$ cat config.mk
export PLATFORM = sky130hd
export DESIGN_NAME = raster_scan_ctrl
export DESIGN_NICKNAME = d
export VERILOG_FILES = /design/src/rtl/defines_package.sv /design/src/rtl/raster_scan_ctrl_pkg.sv /design/src/rtl/raster_scan_ctrl_bbox_clamp.sv /design/src/rtl/raster_scan_ctrl.sv
export SDC_FILE = /design/constraint.sdc
export NUM_CORES = 1
export LEC_CHECK = 0
export BUFFER_PORTS_ARGS = -buffer_cell sky130_fd_sc_hd__buf_2
export CAP_MARGIN = 20
export CELL_PAD_IN_SITES_DETAIL_PLACEMENT = 1
export CELL_PAD_IN_SITES_GLOBAL_PLACEMENT = 1
export CORE_MARGIN = 3
export CORE_UTILIZATION = 44
export DETAILED_ROUTE_END_ITERATION = 7
export PLACE_DENSITY_LB_ADDON = 0.05
export SETUP_SLACK_MARGIN = 0.4
export SLEW_MARGIN = 20
export SYNTH_ARGS = -nofsm -noshare
export SYNTH_HDL_FRONTEND = slang
export SYNTH_SLANG_ARGS = --single-unit
$ cat constraint.sdc
create_clock -name clk -period 8.1 [get_ports clk]
set_input_delay 1.62 -clock clk [delete_from_list [all_inputs] [get_ports clk]]
set_output_delay 1.62 -clock clk [all_outputs]
set_load 0.005 [all_outputs]
$ cat src/rtl/defines_package.sv
// defines_package: shared geometry types, screen constants and small helpers
package defines_package;
  localparam int WIDTH = 640;
  localparam int HEIGHT = 480;
  localparam int WIREFRAME_ADDR_SIZE = 19;
  typedef struct packed {
    shortint x;
    shortint y;
  } Point2D;
  typedef struct packed {
    Point2D p;
    Point2D q;
    Point2D r;
  } Triangle2D;
  function automatic shortint min3(input shortint a, input shortint b, input shortint c);
    min3 = a < b ? (a < c ? a : c) : (b < c ? b : c);
  endfunction
  function automatic shortint max3(input shortint a, input shortint b, input shortint c);
    max3 = a > b ? (a > c ? a : c) : (b > c ? b : c);
  endfunction
endpackage

$ cat src/rtl/raster_scan_ctrl_pkg.sv
// raster_scan_ctrl_pkg: bounding-box type and scan state encoding
package raster_scan_ctrl_pkg;
  typedef struct packed {
    shortint xmin;
    shortint xmax;
    shortint ymin;
    shortint ymax;
  } BBox;
  typedef enum logic [1:0] {IDLE, BBOX, SCAN} scan_state_t;
endpackage

$ cat src/rtl/raster_scan_ctrl_bbox_clamp.sv
// bbox_clamp: screen-clamped bounding box of a triangle, flags empty boxes
module bbox_clamp
  import defines_package::*, raster_scan_ctrl_pkg::*;
#(
  parameter int WIDTH = 640,
  parameter int HEIGHT = 480
) (
  input  Triangle2D tri_in,
  output BBox       box,
  output logic      empty
);
  shortint lo_x, hi_x, lo_y, hi_y;
  always_comb begin
    lo_x = min3(tri_in.p.x, tri_in.q.x, tri_in.r.x);
    hi_x = max3(tri_in.p.x, tri_in.q.x, tri_in.r.x);
    lo_y = min3(tri_in.p.y, tri_in.q.y, tri_in.r.y);
    hi_y = max3(tri_in.p.y, tri_in.q.y, tri_in.r.y);
    box.xmin = lo_x < 0 ? '0 : lo_x;
    box.xmax = hi_x > shortint'(WIDTH - 1) ? shortint'(WIDTH - 1) : hi_x;
    box.ymin = lo_y < 0 ? '0 : lo_y;
    box.ymax = hi_y > shortint'(HEIGHT - 1) ? shortint'(HEIGHT - 1) : hi_y;
    empty = box.xmin > box.xmax || box.ymin > box.ymax;
  end
endmodule

$ cat src/rtl/raster_scan_ctrl.sv
// raster_scan_ctrl: walks a triangle's clamped bounding box in raster order, emitting pixel addresses
module raster_scan_ctrl
  import defines_package::*, raster_scan_ctrl_pkg::*;
#(
  parameter int WIDTH = 640,
  parameter int HEIGHT = 480,
  parameter int ADDR_W = 19
) (
  input  logic              clk,
  input  logic              reset,
  input  Triangle2D         tri_in,
  input  logic              tri_valid,
  output logic              tri_ready,
  output logic [15:0]       pix_x,
  output logic [15:0]       pix_y,
  output logic [ADDR_W-1:0] pix_addr,
  output logic              pix_valid,
  input  logic              pix_ready,
  output logic              pix_last,
  output logic              tri_done,
  input  logic              flush,
  output logic              busy
);
  scan_state_t state_q, state_d;
  Triangle2D tri_q;
  BBox box, box_q;
  logic empty, done_q, fire, end_x;
  logic [ADDR_W-1:0] row_base;
  bbox_clamp #(.WIDTH(WIDTH), .HEIGHT(HEIGHT)) u_bbox (.tri_in(tri_q), .box(box), .empty(empty));
  assign tri_ready = state_q == IDLE;
  assign busy = !tri_ready;
  assign pix_valid = state_q == SCAN;
  assign end_x = pix_x == 16'(box_q.xmax);
  assign pix_last = pix_valid && end_x && pix_y == 16'(box_q.ymax);
  assign fire = pix_valid && pix_ready;
  assign tri_done = done_q || (state_q == BBOX && empty && !flush);
  assign pix_addr = row_base + ADDR_W'(pix_x);
  always_comb begin
    state_d = state_q == IDLE ? (tri_valid ? BBOX : IDLE)
            : flush ? IDLE
            : state_q == BBOX ? (empty ? IDLE : SCAN)
            : (fire && pix_last) ? IDLE : SCAN;
  end
  always_ff @(posedge clk) begin
    if (reset) begin
      state_q <= IDLE;
      done_q <= 1'b0;
      tri_q <= '0;
      box_q <= '0;
      pix_x <= '0;
      pix_y <= '0;
      row_base <= '0;
    end else begin
      state_q <= state_d;
      done_q <= fire && pix_last && !flush;
      if (tri_valid && tri_ready) tri_q <= tri_in;
      // the only multiply: row start of the first scanline
      if (state_q == BBOX && !empty) begin
        box_q <= box;
        pix_x <= 16'(box.xmin);
        pix_y <= 16'(box.ymin);
        row_base <= ADDR_W'(int'(box.ymin) * WIDTH);
      end else if (fire) begin
        pix_x <= end_x ? 16'(box_q.xmin) : pix_x + 16'd1;
        pix_y <= end_x ? pix_y + 16'd1 : pix_y;
        row_base <= end_x ? row_base + ADDR_W'(WIDTH) : row_base;
      end
    end
  end
endmodule
==> results.md, run 1 <==
- The H-tree level count is 4.
- In the final routed layout, each cell accounts on average for 20.7 µm.
- In the global route stage, overall resource usage came out at between 20% and 30%.
- The wire-length estimate of the detail-placed layout is 34500 µm.
- The required time of the critical path is 6.48 ns.
- For this design the static power due to leakage is 0.00672 µW.
- The topmost layer with routed signal wires is met4.
- In the finished design, the share of the clock period the worst path needs comes to 92.4%.
- The leading register cell type out of synthesis is sky130_fd_sc_hd__dfxtp_1.
- Traced cell by cell, the critical path runs through inv_1 -> ha_2 -> nand4_1 -> buf_4 -> a2111oi_4 -> o32a_1 -> nand3_2 -> o32ai_2 -> o22ai_1 -> a2111oi_4 -> a21oi_4 -> nand2b_1 -> ha_1 -> a21o_1 -> a21o_1 -> a21oi_1 -> o21ai_0 -> a221oi_2 -> o22ai_2 -> nor3_2 -> o31ai_2 -> buf_2.
- For this block, the via count after detailed routing is 13029.
- The summed instance area of the synthesized netlist is 13200 µm².
- Of the total synthesized cell area, the portion taken by AND, OR, NAND and NOR gates is between 20% and 30%.
- The floorplan has 62 rows.
- The initial antenna violation count was 0.
- The count of boundary I/O pins is 157.
- The worst setup path is captured at a primary output.
- The synthesized area divided by synthesized cell count is 7.80 µm².
- The via count of the first global-routing pass is between 10000 and 15000.
- TritonCTS built the clock tree.
- The number of iterations in the first detailed-routing pass is 5.
- The worst-case IR drop observed on VDD is around 0.00019 V.
- The weighted congestion reported at the end of routability-driven placement is 0.914.
- In the synthesized netlist the async set-or-reset flop fraction comes to 0%.
- The run finished with clean final reports.
- On the final layout, the worst clock skew is 0.0128 ns.
- Among all stages on the critical path, the largest delay is contributed by sky130_fd_sc_hd__a2111oi_4.
- The floorplan step set the die height to 179 µm.
- The number of pins with negative max-slew slack in the final report is 0.
- The width of the die is 179 µm.
- By area, the combinational part of the netlist is dominated by compound AO/OA/AOI/OAI gates.
- The number of buffers inserted by hold repair at cts is 0.
- The total area inside the core boundary comes to 29100 µm².
- Relative to the synthesized area, the layout overhead comes to 16.3%.
- In the routed layout, each cell is associated on average with a via count of 5.86.
- The length of routed met3 wiring is 2510 µm.
- The final setup violation count is 0.
- The share of synthesized cell area in full adder, half adder and majority cells is 15.0%.
- In this run the tightest slew margin relative to its limit is a little over a third.
- The area enclosed by the die boundary is between 30000 and 40000 µm².
- The final critical delay including setup and external delays is 7.49 ns.
- The global-route wire length before repair is 71300 µm.
- The synthesized netlist devotes 5.25% of its cell area to XOR and XNOR gates.
- The share of post-route cells with drive strength above 1 is between 10% and 20%.
- The filler cell count in the final layout is roughly 3700.
- The antenna cell count is 0.
- The largest stage delay on the critical path is 0.42 ns.
- The sum of met2 wire segment lengths after detailed routing is 19700 µm.
- The category of the critical setup timing path is register to primary output.
- The worst hold-check path type is register to register.
- The type of element launching the critical path is a register.
- For the final routed database, the setup TNS stands at 0 ns.
- Counting distinct cell types in the post-synthesis netlist gives 75.
- The arrival time at the worst endpoint is roughly 5.9 ns.
- Summed over all layers, the routed wires come to about 46000 µm.
- For the pin with the worst max-slew slack, the measured transition is 0.959 ns.
- The maximum number of pins on one net before global-route repair is 98.
- The total of flip-flops plus latches after synthesis is 190.
- The number of sinks driven by the clock tree is between 150 and 200.
- Counting every instance in the synthesized netlist gives approximately 1700.
- The detail route stage leaves a number of antenna-violating nets equal to 0.
- In this run the deepest clock path goes through 2 buffers.
- The tool flagged a number of max-cap violations equal to 0.
- The number of synthesized flops with an enable pin is 0.
- In this run the cell area measured after placement is 14300 µm².
- The compound-gate portion of the synthesized area is roughly a quarter.
- Summing all non-filler instances in the final layout gives an area of 15300 µm².
- The number of DRC markers in iteration 0 is slightly below 900.
- The root buffer cell is sky130_fd_sc_hd__clkbuf_16.
- In this run the worst path has a maximum fanout of 8.
- The total routed wire length on the met1 layer is about 23000 µm.
- The insertion delay to the later sink of the worst-skew pair is 0.46 ns.
- Dividing total power by cell area gives a power density of 308 nW/µm².
- The hold violation count in the final report came to 0.
- The share of synthesized area spent on multiplexers is 0.550%.
- The share of the yosys chip area belonging to registers is roughly 29%.
- After the last flow step, the layout net total stands at between 2000 and 2500.
- Setup repair after global routing left no endpoint under its margin.
- Clock tree synthesis inserted a total of 17 buffers.
- The final routed DRC violation total is 0.
- The achievable frequency is approximately 130 MHz.
- The yosys synthesis warning count is 0.
- The number of buffer cells added on primary ports is 156.
- After clock tree synthesis, the clock-pin slew on the worst setup and hold paths is 0.08 ns.
- The initial utilization of the core area, before any placement, comes to 45.3%.
- The net count after synthesis is 1949.
- The leftover overflow at the end of global routing is 0.
path summary, 6_finish.rpt:
path,start,to,slack [ns],depth (start not counted)
max,tri_q[47],tri_done,0.61,22
max reg2reg,tri_q[47],pix_y[8],1.38,24
min reg2reg,box_q[56],box_q[56],0.46,2
min,box_q[56],box_q[56],0.46,2
layout make-up:
cell class	count	area (µm²)	area share, %
Inverter	91	342	2.23
Clock inverter	14	171	1.12
Clock buffer	18	439	2.86
Multi-Input combinational cell	1316	8910	58.0
Tap cell	384	480	3.13
Timing Repair Buffer	209	1200	7.83
Sequential cell	190	3800	24.8
placed cells by master, fill, tap and decap left out, drive strengths merged, types with 46 or more instances in the layout:
cell type / synthesis / routed
o22ai: 46 / 46
buf: 28 / 209
xor2: 54 / 54
inv: 91 / 98
dfxtp: 190 / 190
ha: 155 / 155
nor2: 102 / 102
nor3: 48 / 48
a21oi: 214 / 214
nand2: 299 / 299
critical path, delay by kind of cell, from the launching register on:
family | cells | cell delay [ns]
AO/OA/AOI/OAI | 13 | 3.01
AND/OR/NAND/NOR | 4 | 0.83
adder cells (fa/ha/maj) | 2 | 0.70
buffers and inverters | 3 | 0.46
flip-flops | 1 | 0.39
timing repair:
action	CTS	global route
pin swaps	4	11
gates resized for setup	19	26
setup endpoints to repair	1	1
setup buffers	4	12
power by group:
part | switching [µW] | total [µW] | internal [µW]
sequential | 132 | 1160 | 1030
combinational | 1630 | 2660 | 1030
clock | 432 | 908 | 476
Yosys cell counts, drive strengths merged (12+ instances only):
library cell	instances	share of area [%]
nand2	299	8.5
a21oi	214	8.2
dfxtp	190	29
ha	155	15
nor2	102	2.9
inv	91	2.6
clkbuf	66	1.9
xor2	54	3.6
nor3	48	1.8
o22ai	46	2.2
o21ai	43	1.6
nand4	37	1.8
nand3	32	1.3
a211oi	28	2.3
buf	28	1.6
xnor2	25	1.7
a21o	21	1.2
and3	20	0.95
o211ai	18	1.0
nor4	17	1.1
o221a	15	1.3
nand2b	14	0.66
o221ai	14	0.93
nor2b	12	0.57
kinds of logic (layout without fill, tap and decap cells):
group,Yosys count,after routing
adders and majority gates,157,157
xor gates and xnor gates,79,79
muxes,7,7
AOI/OAI and AO/OA,467,467
and+or+nand+nor,606,606
DFF,190,190
buffers and inverters,185,332
sequential cells by signal, summed over array words and instances (netlist names):
register,flops
pix_y,16
done_q,1
tri_q,96
state_q,2
row_base,12
box_q,47
pix_x,16
per-stage QoR:
step,instances,hold WS [ns],worst slack (ns),power [µW],utilization (%)
finish,2222,0.456,0.614,4730,52.7
global route,2222,0.481,0.310,5090,52.7
CTS,2208,0.458,0.428,4590,51.7
detailed placement,2172,0.450,0.525,3610,49.1
global placement,2172,0.442,0.760,3520,49.1
floorplan,1691,0.433,1.74,2850,-
routing by layer:
| metal | GRT usage (%) | vias up |
|---|---|---|
| met5 | 0 | - |
| met4 | 6.80 | 0 |
| met3 | 3.52 | 47 |
| met2 | 42.6 | 374 |
| met1 | 42.8 | 6286 |
| li1 | - | 6322 |
Power figures use the tool's default switching activity.
==> run 2, diff against run 1 <==
Settings changed: CELL_PAD_IN_SITES_DETAIL_PLACEMENT 1 to unset, CELL_PAD_IN_SITES_GLOBAL_PLACEMENT 1 to unset, CORE_UTILIZATION 44 to 60.
==> run 2 against run 1 <==
Effect of this change:
- worst hold slack got worse by 0.0030 ns
- flip-flop and latch count unchanged
- critical path depth up 2
- largest cell class unchanged
==> results.md, run 2 (synthesis gave the netlist of run 1 again) <==
- The worst hold-check path type is register to register.
- The standard cell area after detailed placement is 14100 µm² (-1.0%).
- The starting density of the core is 62.0% (+17 points).
- The endpoint kind of the worst setup timing path is a primary output.
- The number of iterations in the first detailed-routing pass is 6 (+1).
- The share of post-route cells with drive strength above 1 was 17.6% (-0.21 points).
- The number of cells on the worst hold path is 2 (unchanged).
- The depth of the worst register-to-register path is 25 (+4.2%).
- The number of buffers on the longest clock path came to 2 (unchanged).
- The post-route cell area came to 15200 µm² (-1.1%).
- The worst hold path begins at box_q[56].
- The via count of the first global-routing pass is 12392 (-3.3%).
- The count of boundary I/O pins is 157 (unchanged).
- The total track usage is 33.1% (+4.8 points).
- The clock transition at the register clock pins on the worst setup and hold paths after CTS is 0.07 ns (about the same).
- The filler cell count in the final layout is 1751 (-53%).
- The number of pins with negative max-slew slack in the final report came to 0 (unchanged).
- The total power draw is 4610 µW (-2.5%).
- Setup repair after global routing left no endpoint under its margin.
- The core region area was 21300 µm² (-27%).
- The most flop-heavy register is tri_q.
- The vias after detailed routing is 13125 (+0.74%).
- The final setup violation count was 0 (unchanged).
- The H-tree level count is 4 (unchanged).
- The number of buffer cells added on primary ports came to 156 (unchanged).
- The worst-margin pin slew is 1.04 ns (+0.0765 ns).
- The width of the die is 154 µm (-14%).
- The dominant delay contributor by cell family on the critical path is compound AO/OA/AOI/OAI gates.
- The clock tree from TritonCTS is yes.
- The capture endpoint of the worst hold path is box_q[56].
- The worst ir drop on vdd is 0.000292 V (+57%).
- The global-route wire length before repair is 64700 µm (-9.3%).
- The detailed-route wire length was 40500 µm (-12%).
- The per-cell routed wire length is 19.2 µm (-7.2%).
- The final critical delay including setup and external delays is 7.46 ns (-0.0266 ns).
- The number of routed nets with antenna violations is 0 (unchanged).
- The critical register-to-register path startpoint is tri_q[47].
- The arrival time at the worst endpoint came to 5.84 ns (-0.03 ns).
- The root buffer cell is sky130_fd_sc_hd__clkbuf_16.
- The insertion delay to the later sink of the worst-skew pair is 0.44 ns (-0.02 ns).
- The run finished with clean final reports.
- The number of nets in the layout is 2077 (-0.29%).
- The number of flip-flops under the largest register name came to 96 (unchanged).
- The summed negative setup slack over all endpoints came to 0 ns (unchanged).
- The number of DRC markers in iteration 0 is 1392 (+61%).
- The number of core rows is 53 (-15%).
- The half-perimeter wire length of the detailed placement result came to 29800 µm (-14%).
- The end of the worst register-to-register path is row_base[8].
- The most common cell after layout, fill and taps aside is sky130_fd_sc_hd__nand2_1.
- The antenna cell count is 0 (unchanged).
- The number of buffers created by CTS is 17 (unchanged).
- Walking the worst path, the cells encountered are inv_1 -> ha_2 -> nand4_1 -> buf_4 -> nor3_1 -> a211o_1 -> o32a_1 -> and3_4 -> nand2_1 -> a2bb2oi_1 -> a2111oi_4 -> buf_4 -> a21oi_4 -> nand2b_1 -> ha_1 -> a21o_1 -> a21o_1 -> a21oi_1 -> o21ai_0 -> a221oi_2 -> o22ai_2 -> nor3_2 -> o31ai_2 -> buf_2.
- The area enclosed by the die boundary is 23800 µm² (-26%).
- The final setup slack of the worst path is 0.641 ns (+0.0266 ns).
- The worst slack at placement is 0.435 ns (-0.0898 ns).
- The number of maximum-capacitance violations was 0 (unchanged).
- The initial antenna violation count is 0 (unchanged).
- The via density per instance was 6.23 (+6.2%).
- The weighted congestion reported at the end of routability-driven placement is 0.980 (+7.2%).
- The achievable frequency is 134 MHz (+0.36%).
- The maximum number of pins on one net before global-route repair came to 96 (-2.0%).
- The die height is 154 µm (-14%).
- The reg-to-reg setup timing slack is 1.61 ns (+0.23 ns).
- The count of buffering cells on the critical path with inverters included is 4 (+1).
- The worst setup path is of the register to primary output kind.
- The final core utilization is 71.3% (+19 points).
- The synthesis-to-layout area growth is 15.0%.
- The required time of the critical path is 6.48 ns (about the same).
- STA classifies the critical path startpoint as a register.
- The final critical-path share of the clock period came to 92.1% (-0.33 points).
- The largest stage delay on the critical path came to 0.39 ns (-0.03 ns).
- The final routed DRC violation total is 0 (unchanged).
- The power per cell area came to 304 nW/µm² (-1.4%).
- The clock skew after layout is 0.0176 ns (+0.00482 ns).
- The static leakage is 0.00668 µW (-0.62%).
- The number of sinks driven by the clock tree came to 190 (unchanged).
- The highest net fanout along the worst path came to 9 (+1).
- The relative max-transition margin is 30.9% (-5.2 points).
- In the final layout, the registers with the most flip-flops are tri_q: 96 flops, box_q: 47 flops.
- The top cell types in the final layout, fill and taps aside, are sky130_fd_sc_hd__nand2_1, sky130_fd_sc_hd__a21oi_1, sky130_fd_sc_hd__dfxtp_1.
- The leftover overflow at the end of global routing is 0 (unchanged).
- The hold violation count in the final report is 0 (unchanged).
- The slowest stage of the critical path is the sky130_fd_sc_hd__dfxtp_1 cell.
## run 2: worst min-delay path: stages, from the launching register on
cell	delay, ns
sky130_fd_sc_hd__dfxtp_1	0.31
sky130_fd_sc_hd__nand2_1	0.05
sky130_fd_sc_hd__a21oi_1	0.05
## run 2: through the flow
stage / hold slack, ns / cells
6_report: 0.453 / 2107
5_1_grt: 0.477 / 2107
3_5_place_dp: 0.446 / 2061
3_3_place_gp: 0.440 / 2061
2_1_floorplan: 0.433 / 1691
4_1_cts: 0.455 / 2096
## run 2: layer usage
layer | part of all wire [%] | GRT usage [%] | wire length [µm] | vias up
met1 | 45 | 48.6 | 18400 | 6111
li1 | - | - | - | 6326
met3 | 10 | 7.05 | 4110 | 58
met4 | 1.9 | 9.08 | 773 | 0
met5 | 0 | 0 | 0 | -
met2 | 43 | 49.3 | 17300 | 630
## run 2: worst max path at each step
stage,slack (ns),from,depth (start not counted),endpoint
finish,0.64,tri_q[47],24,tri_done
global route,0.36,tri_q[47],24,tri_done
CTS,0.41,tri_q[7],23,tri_done
detailed placement,0.43,tri_q[10],24,tri_done
global placement,0.47,tri_q[11],24,tri_done
floorplan,1.74,tri_q[7],22,tri_done
## run 2: final cells by class
cell class | instances | area (µm²) | share of cell area (%)
Clock inverter | 12 | 149 | 0.981
Sequential cell | 190 | 3800 | 25.1
Tap cell | 275 | 344 | 2.27
Inverter | 91 | 342 | 2.25
Multi-Input combinational cell | 1316 | 8940 | 58.9
Clock buffer | 20 | 437 | 2.88
Timing Repair Buffer | 203 | 1160 | 7.62
## run 2: report_power, final
part           leakage [µW]  total, µW  switching [µW]  internal [µW]
registers           0.00155       1150             126           1030
logic               0.00485       2590            1570           1010
clock network      0.000280        870             406            464
total               0.00668       4610            2110           2500
## run 2: what timing repair did
item | CTS | global route
gates resized for setup | 18 | 36
hold buffers | 0 | 0
pin swaps | 3 | 13
setup buffers | 3 | 11
setup endpoints to repair | 1 | 1
